File: src/rtl/pa_isa_pkg.sv
// pa_isa_pkg: instruction field layout, bundle widths and decoded-instruction type shared by fetch/decode.
package pa_isa_pkg;
   localparam int INSTR_W  = 30;
   localparam int BUNDLE_W = 60;
   localparam int FMT_BIT  = 29;
   localparam int BR_BIT   = 28;
   localparam int OPC_HI   = 27;
   localparam int OPC_LO   = 21;
   localparam int RD_HI    = 20;
   localparam int RD_LO    = 16;
   localparam int RS_HI    = 15;
   localparam int RS_LO    = 11;
   localparam int IMM_HI   = 15;
   localparam int IMM_LO   = 0;
   localparam logic [6:0] OPC_NOP = 7'h00;

   typedef struct packed {
      logic        fmt;
      logic        branch;
      logic [6:0]  opcode;
      logic [4:0]  rd;
      logic [4:0]  rs;
      logic [15:0] imm;
   } dec_t;

   function automatic dec_t decode(input logic [INSTR_W-1:0] i);
      decode.fmt    = i[FMT_BIT];
      decode.branch = i[BR_BIT];
      decode.opcode = i[OPC_HI:OPC_LO];
      decode.rd     = i[RD_HI:RD_LO];
      decode.rs     = i[RS_HI:RS_LO];
      decode.imm    = i[IMM_HI:IMM_LO];
   endfunction
endpackage

File: src/rtl/bundle_fifo.sv
// bundle_fifo: count-tracked bundle FIFO; full/empty come from count so wrapped pointers never alias.
module bundle_fifo import pa_isa_pkg::*; #(
   parameter int DEPTH = 4,
   localparam int AW = $clog2(DEPTH),
   localparam int CW = $clog2(DEPTH + 1)
) (
   input  logic                clock_i,
   input  logic                reset_i,
   input  logic                push,
   input  logic                pop,
   input  logic                flush,
   input  logic [BUNDLE_W-1:0] wdata,
   output logic [BUNDLE_W-1:0] head,
   output logic [CW-1:0]       count,
   output logic                full,
   output logic                empty
);
   logic [BUNDLE_W-1:0] mem [DEPTH];
   logic [AW-1:0] wr, rd;
   logic wr_en, rd_en;

   always_comb begin
      full  = count == CW'(DEPTH);
      empty = count == '0;
      wr_en = push && !full && !flush;
      rd_en = pop && !empty && !flush;
      head  = mem[rd];
   end

   always_ff @(posedge clock_i or negedge reset_i)
      if (!reset_i) begin
         wr    <= '0;
         rd    <= '0;
         count <= '0;
      end else if (flush) begin
         wr    <= '0;
         rd    <= '0;
         count <= '0;
      end else begin
         if (wr_en) wr <= wr + AW'(1);
         if (rd_en) rd <= rd + AW'(1);
         count <= count + CW'(wr_en) - CW'(rd_en);
      end

   always_ff @(posedge clock_i)
      if (wr_en) mem[wr] <= wdata;
endmodule

File: src/rtl/decode_issue.sv
// decode_issue: buffers two-instruction bundles and issues one decoded instruction per cycle.
// Build option DECODE_NOP_SQUASH_EN drops opcode-zero slots instead of issuing them.
module decode_issue import pa_isa_pkg::*; #(
   parameter int DEPTH = 4
) (
   input  logic                clock_i,
   input  logic                reset_i,
   input  logic                enable_i,
   input  logic [BUNDLE_W-1:0] data_i,
   input  logic                flush_i,
   input  logic                ready_i,
   output logic                stall_o,
   output logic                valid_o,
   output logic                fmt_o,
   output logic                branch_o,
   output logic [6:0]          opcode_o,
   output logic [4:0]          rd_o,
   output logic [4:0]          rs_o,
   output logic [15:0]         imm_o,
   output logic                overflow_o
);
   localparam int CW = $clog2(DEPTH + 1);

   logic [BUNDLE_W-1:0] head;
   logic [INSTR_W-1:0] src;
   logic [CW-1:0] count, cnt_n;
   logic full, empty, slot, take, load, push, pop;
   dec_t dq;

   bundle_fifo #(.DEPTH(DEPTH)) u_fifo (
      .clock_i(clock_i),
      .reset_i(reset_i),
      .push(push),
      .pop(pop),
      .flush(flush_i),
      .wdata(data_i),
      .head(head),
      .count(count),
      .full(full),
      .empty(empty)
   );

   always_comb begin
      src  = slot ? head[INSTR_W-1:0] : head[BUNDLE_W-1:INSTR_W];
      take = (!valid_o || ready_i) && !empty && !flush_i;
      pop  = take && slot;
      push = enable_i && !full && !flush_i;
`ifdef DECODE_NOP_SQUASH_EN
      load = take && src[OPC_HI:OPC_LO] != OPC_NOP;
`else
      load = take;
`endif
      cnt_n = flush_i ? '0 : count + CW'(push) - CW'(pop);
   end

   // stall leaves one entry free for the bundle fetch already has in flight
   always_ff @(posedge clock_i or negedge reset_i)
      if (!reset_i) begin
         slot       <= 1'b0;
         valid_o    <= 1'b0;
         stall_o    <= 1'b0;
         overflow_o <= 1'b0;
         dq         <= '0;
      end else begin
         stall_o <= cnt_n >= CW'(DEPTH - 1);
         if (enable_i && full && !flush_i) overflow_o <= 1'b1;
         if (flush_i) begin
            slot    <= 1'b0;
            valid_o <= 1'b0;
         end else if (take) begin
            slot    <= !slot;
            valid_o <= load;
            if (load) dq <= decode(src);
         end else if (ready_i) valid_o <= 1'b0;
      end

   assign fmt_o    = dq.fmt;
   assign branch_o = dq.branch;
   assign opcode_o = dq.opcode;
   assign rd_o     = dq.rd;
   assign rs_o     = dq.rs;
   assign imm_o    = dq.imm;
endmodule

File: config.mk
export PLATFORM = sky130hd
export DESIGN_NAME = decode_issue
export DESIGN_NICKNAME = d
export VERILOG_FILES = /design/src/rtl/pa_isa_pkg.sv /design/src/rtl/bundle_fifo.sv /design/src/rtl/decode_issue.sv
export SDC_FILE = /design/constraint.sdc
export NUM_CORES = 1
export LEC_CHECK = 0
export ABC_CLOCK_PERIOD_IN_PS = 2800
export BUFFER_PORTS_ARGS = -buffer_cell sky130_fd_sc_hd__buf_2
export CAP_MARGIN = 20
export CORE_MARGIN = 4
export CORE_UTILIZATION = 30
export DETAILED_ROUTE_END_ITERATION = 10
export PLACE_DENSITY = 0.45
export REMOVE_ABC_BUFFERS = 1
export SLEW_MARGIN = 30
export SYNTH_ARGS = -nofsm -noshare
export SYNTH_HDL_FRONTEND = slang
export SYNTH_SLANG_ARGS = --single-unit
File: constraint.sdc
create_clock -name clock_i -period 2.8 [get_ports clock_i]
set_clock_uncertainty 0.05 [all_clocks]
set_input_delay 0.14 -clock clock_i [delete_from_list [all_inputs] [get_ports clock_i]]
set_output_delay 0.14 -clock clock_i [all_outputs]
set_load 0.02 [all_outputs]
==> PnR_summary.wiki, run 1 <==
{| class="wikitable"
! Metric !! Value
|-
| Post-Syn Instances || 637
|-
| # IOs || 103
|-
| Count of input and output buffers || 102
|-
| Worst supply voltage drop on vdd || 0.414 mV
|-
| Syn avg cell area || 17.6 um2
|-
| Core box area || 36700 um2
|-
| Clock latency reported for the late side of the worst-skew pair || 0.56 ns
|-
| Num rows || 70
|-
| CTS tree || built
|-
| Multiplexer share of the synthesized area || 11.6%
|-
| Final-report setup violation count || 0
|-
| Number of warnings reported in the yosys synthesis log || 0
|-
| Number of instances in the placed design || 1183
|-
| Number of antenna violations at the first check in global routing || 2
|-
| Result of the run || finished, final reports clean
|-
| # resized after CTS || 0
|-
| Classification of the worst setup path || flop to flop
|-
| Remaining global-route overflow || 0
|-
| Clock sink count || 281
|-
| Number of H-tree levels || 1
|-
| Wire length of the first global-routing pass || 41.9 mm
|-
| Final count of pins violating max slew || 0
|-
| Launch instance of the worst register-to-register path || u_fifo.count[2]
|-
| Number of synthesized register bits || 281
|-
| Fin nets || 888
|-
| Max incr delay on CP || 0.53 ns
|-
| Half-perimeter wire length after detailed placement || 16.8 mm
|-
| Max-Slew Margin vs Limit || 42.3%
|-
| Clk slew on worst S/H paths || 0.06 ns
|-
| Post-route insts no fill || 1306
|-
| Number of setup buffers added after CTS || 0
|-
| Endpoint required time on the critical path || 2.99 ns
|-
| Pin count of the biggest net entering global routing || 79
|-
| Detail-routed net length per standard cell || 20.8 um
|-
| Global routing usage summed across all routing layers || 13.4%
|-
| Launching element type of the critical path || flop
|-
| Instance area after placement || 12300 um2
|-
| Slew at the pin closest to its max-slew limit || 0.865 ns
|-
| Pre-CTS setup slack || 0.455 ns
|-
| Final GP Congestion || 0.678
|-
| Area share of fa/ha/maj cells after synthesis || 1.25%
|-
| PwrDens || 860 nW/um2
|-
| Worst setup EP type || flop
|-
| Post-Synthesis Cell Area || 11200 um2
|-
| Final hold violation count || 0
|-
| Clock buffers created by TritonCTS || 31
|-
| Post-synthesis to final-layout area growth || 24.9%
|-
| Initial DRT Pass Iterations || 5
|-
| RSZ-0062 raised after global routing || no
|-
| Number of DRC markers after the initial detailed-route iteration || 322
|-
| CTS Root Buffer Type || sky130_fd_sc_hd__clkbuf_16
|-
| Final Routed Wirelength || 27.1 mm
|-
| Share of final-layout standard cells stronger than drive strength 1 || 29.6%
|-
| Highest achievable clock rate || 0.429 GHz
|-
| Worst path cell trace || nor3b_1 -> nor3_1 -> and2_2 -> buf_4
|-
| Sequential cell area fraction in the yosys report || 73.6%
|-
| Crit path from || u_fifo.count[2]
|-
| Slowest stage cell on the critical path || sky130_fd_sc_hd__and2_2
|-
| Combinational family with the most area after synthesis || multiplexers
|-
| Data arrival, critical path || 2.52 ns
|-
| Die Span X || 201 um
|-
| Highest net fanout along the worst path || 13
|-
| Die area || 40500 um2
|-
| Unique cell type count in the Yosys netlist || 34
|-
| Simple-gate area share of the yosys netlist || 1.72%
|-
| Number of violations of the max-capacitance limit || 0
|-
| Die Ht || 201 um
|-
| Xor and xnor area share after synthesis || 0.235%
|-
| Final clock period utilization by the worst path || 83.2%
|-
| Total inserted antenna cells || 0
|-
| Final routed DRC violation total || 0
|-
| Leakage Power || 4.87 nW
|-
| Worst setup margin || 0.470 ns
|-
| Number of routed nets with antenna violations || 0
|-
| HP Class || input pin to asynchronous set/reset pin
|-
| Vias in the first global route || 6728
|-
| Number of vias per cell || 4.72
|-
| Buffer levels on the longest clock path || 3
|-
| Post-synthesis compound-gate area fraction || 8.51%
|-
| Starting density of the core || 30.5%
|-
| Cell area after layout || 14000 um2
|-
| Via Count || 6165
|-
| Min cycle time layout || 2.33 ns
|}
==> cells by family after synthesis <==
| logic type | Yosys count |
|---|---|
| compound gates | 129 |
| xor+xnor | 3 |
| fa+ha+maj | 10 |
| buf+inv | 59 |
| flops | 281 |
| mux | 122 |
| simple gates | 33 |
==> stage by stage <==
stage	setup TNS, ns	total power, mW	hold slack (ns)	util, %
finish	0	12.0	0.180	38.1
global route	0	12.7	0.232	38.1
CTS	0	12.2	0.183	38.1
detailed placement	0	8.13	0.242	33.6
global placement	0	8.09	0.247	33.6
floorplan	-35.57	6.90	-0.206	-
==> where the power goes <==
part           leakage, nW  switching, mW  internal [mW]  total, mW
clock network        0.496           1.58           2.36       3.95
logic                 1.68           1.76           1.03       2.80
registers             2.69          0.251           5.03       5.28
==> path summary, 6_finish.rpt <==
check	endpoint	slack, ns	cells after the start
max	u_fifo.mem[3][59]	0.47	4
min	u_fifo.count[2]	0.18	2
max reg2reg	u_fifo.mem[3][59]	0.47	4
min reg2reg	branch_o	0.47	2
max in group asynchronous	imm_o[2]	1.71	3
min in group clock_i	u_fifo.mem[1][10]	0.28	2
==> cells in the final DEF (no fill, tap or decap), types with 11 or more instances in the layout <==
master                          instances
sky130_fd_sc_hd__a22o_1                30
sky130_fd_sc_hd__buf_12                11
sky130_fd_sc_hd__buf_2                102
sky130_fd_sc_hd__buf_4                 11
sky130_fd_sc_hd__clkbuf_16             31
sky130_fd_sc_hd__dfrtp_1               39
sky130_fd_sc_hd__dlygate4sd3_1         65
sky130_fd_sc_hd__edfxtp_1             240
sky130_fd_sc_hd__inv_1                 13
sky130_fd_sc_hd__mux2_2                62
sky130_fd_sc_hd__mux2i_1               60
sky130_fd_sc_hd__o22ai_1               30
sky130_fd_sc_hd__o31ai_1               61
==> registers in the layout (all words and copies together) (netlist names), 2 cells and up <==
signal,flops
rd_o,5
u_fifo.count,3
u_fifo.wr,2
u_fifo.rd,2
imm_o,11
rs_o,5
opcode_o,7
u_fifo.mem,240
==> layout make-up <==
| type | instances | area (um2) |
|---|---|---|
| inverters | 13 | 48.8 |
| fillers | 3374 | 22700 |
| flip-flops and latches | 281 | 8240 |
| clock inverters | 18 | 175 |
| well taps | 468 | 586 |
| clock buffers | 40 | 830 |
| repair buffers | 189 | 1460 |
| multi-input cells | 297 | 2630 |
==> cell usage after synthesis <==
| master | number | share of area [%] |
|---|---|---|
| sky130_fd_sc_hd__a22o_1 | 30 | 2.3 |
| sky130_fd_sc_hd__or3_4 | 1 | 0.10 |
| sky130_fd_sc_hd__nand2_2 | 1 | 0.056 |
| sky130_fd_sc_hd__nor2b_1 | 6 | 0.34 |
| sky130_fd_sc_hd__dfrtp_1 | 41 | 9.2 |
| sky130_fd_sc_hd__buf_4 | 15 | 1.0 |
| sky130_fd_sc_hd__nor4_1 | 3 | 0.17 |
| sky130_fd_sc_hd__or4_1 | 1 | 0.067 |
| sky130_fd_sc_hd__nand2b_1 | 3 | 0.17 |
| sky130_fd_sc_hd__buf_6 | 5 | 0.50 |
| sky130_fd_sc_hd__and2_1 | 4 | 0.22 |
| sky130_fd_sc_hd__mux2_2 | 62 | 6.2 |
| sky130_fd_sc_hd__clkbuf_1 | 10 | 0.34 |
| sky130_fd_sc_hd__nor2_1 | 5 | 0.17 |
| sky130_fd_sc_hd__buf_2 | 13 | 0.58 |
| sky130_fd_sc_hd__xor2_1 | 2 | 0.16 |
| sky130_fd_sc_hd__nor3b_1 | 1 | 0.067 |
| sky130_fd_sc_hd__xnor2_1 | 1 | 0.078 |
| sky130_fd_sc_hd__nand2_1 | 2 | 0.067 |
| sky130_fd_sc_hd__mux2i_1 | 60 | 5.4 |
| sky130_fd_sc_hd__edfxtp_1 | 240 | 64 |
| sky130_fd_sc_hd__o21ai_0 | 2 | 0.089 |
| sky130_fd_sc_hd__o31ai_1 | 61 | 4.1 |
| sky130_fd_sc_hd__inv_1 | 13 | 0.44 |
| sky130_fd_sc_hd__nor2_2 | 1 | 0.056 |
| sky130_fd_sc_hd__buf_1 | 2 | 0.067 |
| sky130_fd_sc_hd__nor3_1 | 3 | 0.13 |
| sky130_fd_sc_hd__or3_1 | 2 | 0.11 |
| sky130_fd_sc_hd__ha_1 | 8 | 0.89 |
| sky130_fd_sc_hd__a31o_2 | 1 | 0.078 |
| sky130_fd_sc_hd__o22ai_1 | 30 | 1.7 |
| sky130_fd_sc_hd__buf_12 | 1 | 0.18 |
| sky130_fd_sc_hd__fa_1 | 2 | 0.36 |
| sky130_fd_sc_hd__a21oi_1 | 5 | 0.22 |
==> routing by layer <==
layer | share of wire, % | global-route usage (%) | vias to the layer above
li1 | - | - | 2887
met1 | 45 | 18.1 | 3093
met2 | 48 | 22.2 | 135
met3 | 4.3 | 2.21 | 46
met4 | 2.4 | 4.01 | 4
met5 | 0.052 | 0 | -
==> critical path, delay by kind of cell (launching register included) <==
kind / cells / cell delay, ns
flops: 1 / 0.41
simple gates: 3 / 1.22
buf+inv: 1 / 0.31
==> repair_timing <==
item	4_1_cts	5_1_grt
endpoints found under the hold margin	276	0
hold buffers	65	0
endpoints found under the setup margin	0	0
Power figures use the tool's default switching activity.
==> run 2, diff against run 1 <==
--- a/config.mk
+++ b/config.mk
@@ -5,13 +5,13 @@
 export SDC_FILE = /design/constraint.sdc
 export NUM_CORES = 1
 export LEC_CHECK = 0
-export ABC_CLOCK_PERIOD_IN_PS = 2800
+export ABC_CLOCK_PERIOD_IN_PS = 2300
 export BUFFER_PORTS_ARGS = -buffer_cell sky130_fd_sc_hd__buf_2
 export CAP_MARGIN = 20
 export CORE_MARGIN = 4
 export CORE_UTILIZATION = 30
 export DETAILED_ROUTE_END_ITERATION = 10
-export PLACE_DENSITY = 0.45
+export PLACE_DENSITY = 0.43
 export REMOVE_ABC_BUFFERS = 1
 export SLEW_MARGIN = 30
 export SYNTH_ARGS = -nofsm -noshare
==> constraint.sdc (replaced) <==
create_clock -name clock_i -period 2.3 [get_ports clock_i]
set_clock_uncertainty 0.05 [all_clocks]
set_input_delay 0.115 -clock clock_i [delete_from_list [all_inputs] [get_ports clock_i]]
set_output_delay 0.115 -clock clock_i [all_outputs]
set_load 0.02 [all_outputs]
==> PnR_summary.wiki, run 2 (synthesized netlist as in run 1, its figures left out) <==
{| class="wikitable"
! Metric !! Value
|-
| Max FFs per register || 240
|-
| CTS Root Buffer Type || sky130_fd_sc_hd__clkbuf_16
|-
| Classification of the worst setup path || flop to flop
|-
| Storage cell area || 8240 um2
|-
| Fin nets || 887
|-
| Clock sink count || 281
|-
| Clk slew on worst S/H paths || 0.06 ns
|-
| Final clock period utilization by the worst path || 92.3%
|-
| Highest net fanout along the worst path || 37
|-
| Top reg by flops || u_fifo.mem
|-
| Initial DRT Pass Iterations || 4
|-
| Die Ht || 201 um
|-
| Final Routed Wirelength || 27.1 mm
|-
| Logic gate share of total power || 23.2%
|-
| Internal power || 10.3 mW
|-
| FF-to-FF End || imm_o[2]
|-
| Endpoint required time on the critical path || 2.65 ns
|-
| Filler cells || 3371
|-
| Slowest stage cell on the critical path || sky130_fd_sc_hd__or3_4
|-
| Final-report setup violation count || 0
|-
| Final hold violation count || 0
|-
| Wire length of the first global-routing pass || 41.4 mm
|-
| Half-perimeter wire length after detailed placement || 15.8 mm
|-
| Vias in the first global route || 6877
|-
| Total area of multi-input combinational cells || 2640 um2
|-
| Worst path cell trace || nor3_2 -> buf_4 -> or3_4 -> o31ai_1
|-
| Buffer levels on the longest clock path || 3
|-
| CP bufs+invs || 1
|-
| Result of the run || finished, final reports clean
|-
| Share of final-layout standard cells stronger than drive strength 1 || 30.4%
|-
| Slew at the pin closest to its max-slew limit || 0.751 ns
|-
| Register-to-register setup slack || 0.18 ns
|-
| # IOs || 103
|-
| Die Span X || 201 um
|-
| Launch instance of the worst register-to-register path || u_fifo.count[2]
|-
| Highest achievable clock rate || 0.471 GHz
|-
| Number of routed nets with antenna violations || 0
|-
| Post-synthesis to final-layout area growth || 24.6%
|-
| Min cycle time layout || 2.12 ns
|-
| RSZ-0062 raised after global routing || no
|-
| Count of input and output buffers || 102
|-
| Detail-routed net length per standard cell || 20.8 um
|-
| Most common cell after layout, fill and taps aside || sky130_fd_sc_hd__edfxtp_1
|-
| PwrDens || 1050 nW/um2
|-
| Final count of pins violating max slew || 0
|-
| Pre-CTS setup slack || 0.0603 ns
|-
| Global routing usage summed across all routing layers || 13.2%
|-
| Launching element type of the critical path || flop
|-
| CTS tree || built
|-
| Number of instances in the placed design || 1185
|-
| Number of DRC markers after the initial detailed-route iteration || 244
|-
| Worst supply voltage drop on vdd || 0.547 mV
|-
| Number of vias per cell || 4.75
|-
| Clock latency reported for the late side of the worst-skew pair || 0.55 ns
|-
| Instance area after placement || 12300 um2
|-
| Data arrival, critical path || 2.47 ns
|-
| Starting density of the core || 30.5%
|-
| Cells on worst reg2reg path || 4
|-
| Clock buffers created by TritonCTS || 30
|-
| Final routed DRC violation total || 0
|-
| Final GP Congestion || 0.692
|-
| Die area || 40500 um2
|-
| Switching part of the total power || 29.8%
|-
| Leakage Power || 4.86 nW
|-
| Net Sw Power || 4.37 mW
|-
| Max incr delay on CP || 0.54 ns
|-
| Worst setup EP type || flop
|-
| Num rows || 70
|-
| Remaining global-route overflow || 0
|-
| Post-route insts no fill || 1305
|-
| Commonest cells after routing, fill and taps aside || 240 x sky130_fd_sc_hd__edfxtp_1, 101 x sky130_fd_sc_hd__buf_2, 63 x sky130_fd_sc_hd__dlygate4sd3_1
|-
| Via Count || 6202
|-
| Number of violations of the max-capacitance limit || 0
|-
| HP Class || input pin to asynchronous set/reset pin
|-
| Proportion of power drawn by the clock network || 33.0%
|-
| Cell area after layout || 13900 um2
|-
| Core box area || 36700 um2
|-
| Number of antenna violations at the first check in global routing || 1
|-
| Number of H-tree levels || 1
|-
| Register share of total power || 43.9%
|-
| Largest delay share family, worst path || simple AND/OR/NAND/NOR gates
|-
| Number of setup buffers added after CTS || 0
|-
| Max-Slew Margin vs Limit || 49.8%
|-
| Worst setup margin || 0.176 ns
|-
| Pin count of the biggest net entering global routing || 79
|}
## run 2: cell count changes in the layout (fill, tap and decap cells not counted), sizes merged
cell / before / now
clkinv: 13 / 16
clkinvlp: 1 / 2
diode: 0 / 1
inv: 14 / 13
buf: 124 / 126
clkbuf: 40 / 34
dlygate4sd3: 65 / 63
bufinv: 3 / 4
## run 2: power groups by stage
stage	registers, mW	clock network [mW]	logic (mW)
after global placement	6.54	0	3.32
after detailed placement	6.55	0	3.38
after CTS	6.45	5.01	3.48
final	6.44	4.84	3.40
after global routing	6.49	5.23	3.71
after floorplan	6.93	0	1.50
## run 2: per-layer routing
metal / routed length, um / vias up / GRT usage (%)
li1: - / 2889 / -
met1: 11300 / 3161 / 16.0
met2: 14300 / 114 / 24.5
met3: 936 / 38 / 1.87
met4: 564 / 0 / 3.59
met5: 0 / - / 0
## run 2: timing repair
action,CTS,global route
resized for setup,0,2
endpoints found under the hold margin,288,0
hold buffers,63,0
setup endpoints to repair,0,76
## run 2: worst max path at each step
stage	start	endpoint	slack (ns)	depth (start not counted)
floorplan	u_fifo.count[1]	stall_o	-1.67	8
global placement	u_fifo.count[2]	u_fifo.count[2]	0.16	7
detailed placement	u_fifo.count[1]	u_fifo.count[2]	0.06	7
CTS	u_fifo.count[1]	u_fifo.count[2]	0.05	7
global route	u_fifo.count[1]	u_fifo.count[2]	0.07	9
finish	u_fifo.count[2]	imm_o[2]	0.18	4
## run 2: per-stage QoR
stage          hold slack (ns)  setup TNS [ns]  total power [mW]  util [%]
3_3_place_gp             0.274               0              9.86      33.5
2_1_floorplan           -0.231         -174.58              8.43         -
6_report                0.0495               0              14.7      38.0
5_1_grt                 0.0844               0              15.4      38.0
3_5_place_dp            0.0934               0              9.94      33.5
4_1_cts                 0.0625               0              14.9      38.0
## run 2: cell type report
class / count / area share [%]
flip-flops and latches: 281 / 59.1
multi-input cells: 297 / 19.0
repair buffers: 189 / 10.1
clock buffers: 34 / 5.65
well taps: 468 / 4.20
clock inverters: 22 / 1.60
inverters: 13 / 0.350
diodes: 1 / 0.0180
==> run 3, diff against run 2 <==
--- a/config.mk
+++ b/config.mk
@@ -11,6 +11,7 @@
 export CORE_MARGIN = 4
 export CORE_UTILIZATION = 30
 export DETAILED_ROUTE_END_ITERATION = 10
+export HOLD_SLACK_MARGIN = 0.03
 export PLACE_DENSITY = 0.43
 export REMOVE_ABC_BUFFERS = 1
 export SLEW_MARGIN = 30
==> constraint.sdc (replaced) <==
create_clock -name clock_i -period 2.3 [get_ports clock_i]
set_clock_uncertainty 0.05 [all_clocks]
set_input_delay 0.46 -clock clock_i [delete_from_list [all_inputs] [get_ports clock_i]]
set_output_delay 0.46 -clock clock_i [all_outputs]
set_load 0.02 [all_outputs]
==> PnR_summary.wiki, run 3 (synthesized netlist as in run 1, its figures left out) <==
{| class="wikitable"
! Metric !! Value
|-
| Clk slew on worst S/H paths || 0.06 ns
|-
| Number of DRC markers after the initial detailed-route iteration || 300
|-
| Remaining global-route overflow || 0
|-
| Wire length of the first global-routing pass || 40.5 mm
|-
| CTS Root Buffer Type || sky130_fd_sc_hd__clkbuf_16
|-
| Pin count of the biggest net entering global routing || 79
|-
| Launching element type of the critical path || flop
|-
| Min cycle time layout || 2.13 ns
|-
| Classification of the worst setup path || flop to flop
|-
| Max-Slew Margin vs Limit || 52.0%
|-
| Number of H-tree levels || 1
|-
| Detail-routed net length per standard cell || 21.5 um
|-
| Final GP Congestion || 0.707
|-
| Fin nets || 836
|-
| Number of violations of the max-capacitance limit || 0
|-
| Cell area after layout || 13600 um2
|-
| Global routing usage summed across all routing layers || 13.0%
|-
| Half-perimeter wire length after detailed placement || 16.9 mm
|-
| HP Class || input pin to flop
|-
| Clock sink count || 281
|-
| Commonest cells after routing, fill and taps aside || 240 x sky130_fd_sc_hd__edfxtp_1, 102 x sky130_fd_sc_hd__buf_2, 62 x sky130_fd_sc_hd__mux2_2
|-
| Most common cell after layout, fill and taps aside || sky130_fd_sc_hd__edfxtp_1
|-
| Final routed DRC violation total || 0
|-
| Die Span X || 201 um
|-
| Largest delay share family, worst path || adder cells
|-
| Number of antenna violations at the first check in global routing || 4
|-
| Worst path cell trace || nor3_2 -> nor4_1 -> ha_1 -> inv_1 -> ha_1 -> fa_1 -> xor2_1 -> a21oi_1
|-
| Worst supply voltage drop on vdd || 0.576 mV
|-
| Die area || 40500 um2
|-
| Buffer levels on the longest clock path || 3
|-
| Share of final-layout standard cells stronger than drive strength 1 || 34.0%
|-
| Final count of pins violating max slew || 0
|-
| Starting density of the core || 30.5%
|-
| Clock latency reported for the late side of the worst-skew pair || 0.55 ns
|-
| PwrDens || 1110 nW/um2
|-
| Endpoint required time on the critical path || 2.71 ns
|-
| Register-to-register setup slack || 0.17 ns
|-
| Highest net fanout along the worst path || 3
|-
| Count of input and output buffers || 102
|-
| CP bufs+invs || 1
|-
| Number of setup buffers added after CTS || 0
|-
| Core box area || 36700 um2
|-
| CTS tree || built
|-
| Final clock period utilization by the worst path || 92.5%
|-
| Slew at the pin closest to its max-slew limit || 0.721 ns
|-
| Num rows || 70
|-
| Data arrival, critical path || 2.54 ns
|-
| Final hold violation count || 0
|-
| Leakage Power || 4.73 nW
|-
| Die Ht || 201 um
|-
| Final sum of negative setup slack || 0 ns
|-
| Number of vias per cell || 4.77
|-
| Top reg by flops || u_fifo.mem
|-
| RSZ-0062 raised after global routing || no
|-
| Max incr delay on CP || 0.41 ns
|-
| Via Count || 5976
|-
| # IOs || 103
|-
| Final Routed Wirelength || 26.9 mm
|-
| Result of the run || finished, final reports clean
|-
| Highest achievable clock rate || 0.470 GHz
|-
| Vias in the first global route || 6469
|-
| Number of routed nets with antenna violations || 0
|-
| Max FFs per register || 240
|-
| Post-synthesis to final-layout area growth || 21.4%
|-
| Final-report setup violation count || 0
|-
| Slowest stage cell on the critical path || sky130_fd_sc_hd__dfrtp_1
|-
| Critical Path Most Common Cell || sky130_fd_sc_hd__ha_1
|-
| Filler cells || 3408
|-
| Clock buffers created by TritonCTS || 30
|-
| Worst setup EP type || flop
|-
| Initial DRT Pass Iterations || 6
|-
| Instance area after placement || 12500 um2
|}
[run 3: cell types whose count changed in the layout (fill, tap and decap cells not counted), sizes merged]
cell and delta:
clkinv -5, bufinv +4, buf +11, dlygate4sd3 -62, clkinvlp +1
[run 3: power by group]
part / switching, mW / internal, mW / total, mW
Sequential: 0.312 / 6.12 / 6.44
Clock: 1.94 / 3.37 / 5.31
Combinational: 2.10 / 1.23 / 3.33
[run 3: per-layer routing]
layer	wire length, um	vias to the layer above	track usage [%]
li1	-	2781	-
met1	11700	3045	16.7
met2	13700	108	23.1
met5	26	-	0
met3	1070	38	2.48
met4	412	4	2.95
[run 3: worst paths after layout]
path / from / cells after the start / to
max: u_fifo.count[2] / 8 / stall_o
min: data_i[23] / 1 / u_fifo.mem[3][23]
max reg2reg: u_fifo.count[2] / 8 / stall_o
min reg2reg: fmt_o / 2 / fmt_o
max in group asynchronous: reset_i / 3 / imm_o[1]
min in group asynchronous: reset_i / 2 / imm_o[3]
[run 3: metrics by stage]
stage          setup WS (ns)  total power, mW  instances  utilization [%]  hold slack (ns)
4_1_cts                0.169             15.3       1253             37.0           0.0337
5_1_grt               0.0316             15.8       1253             37.0           0.0416
2_1_floorplan          -1.67             8.43        591                -            0.114
3_3_place_gp           0.118             9.89       1196             33.9            0.447
6_report               0.173             15.1       1254             37.0           0.0696
3_5_place_dp          0.0907             9.95       1196             33.9            0.453
[run 3: what timing repair did]
item | in CTS | in global routing
setup endpoints to repair | 0 | 1
endpoints found under the hold margin | 23 | 0
gates resized for setup | 0 | 1
hold buffers | 1 | 0
[run 3: worst register-to-register path, delay by kind of cell (launching register included)]
family | cells | cell delay (ns)
AOI/OAI and AO/OA | 1 | 0.19
buffers and inverters | 1 | 0.04
and+or+nand+nor | 2 | 0.34
DFF | 1 | 0.41
xor gates and xnor gates | 1 | 0.17
adders and majority gates | 3 | 0.84
[run 3: final cells by class]
cell class	instances	area (um2)	share of cell area [%]
Sequential cell	281	8240	60.6
Multi-Input combinational cell	297	2640	19.4
Timing Repair Buffer	138	958	7.05
Clock buffer	34	797	5.87
Tap cell	468	586	4.31
Clock inverter	22	317	2.33
Inverter	13	48.8	0.359
Antenna cell	1	2.50	0.0184
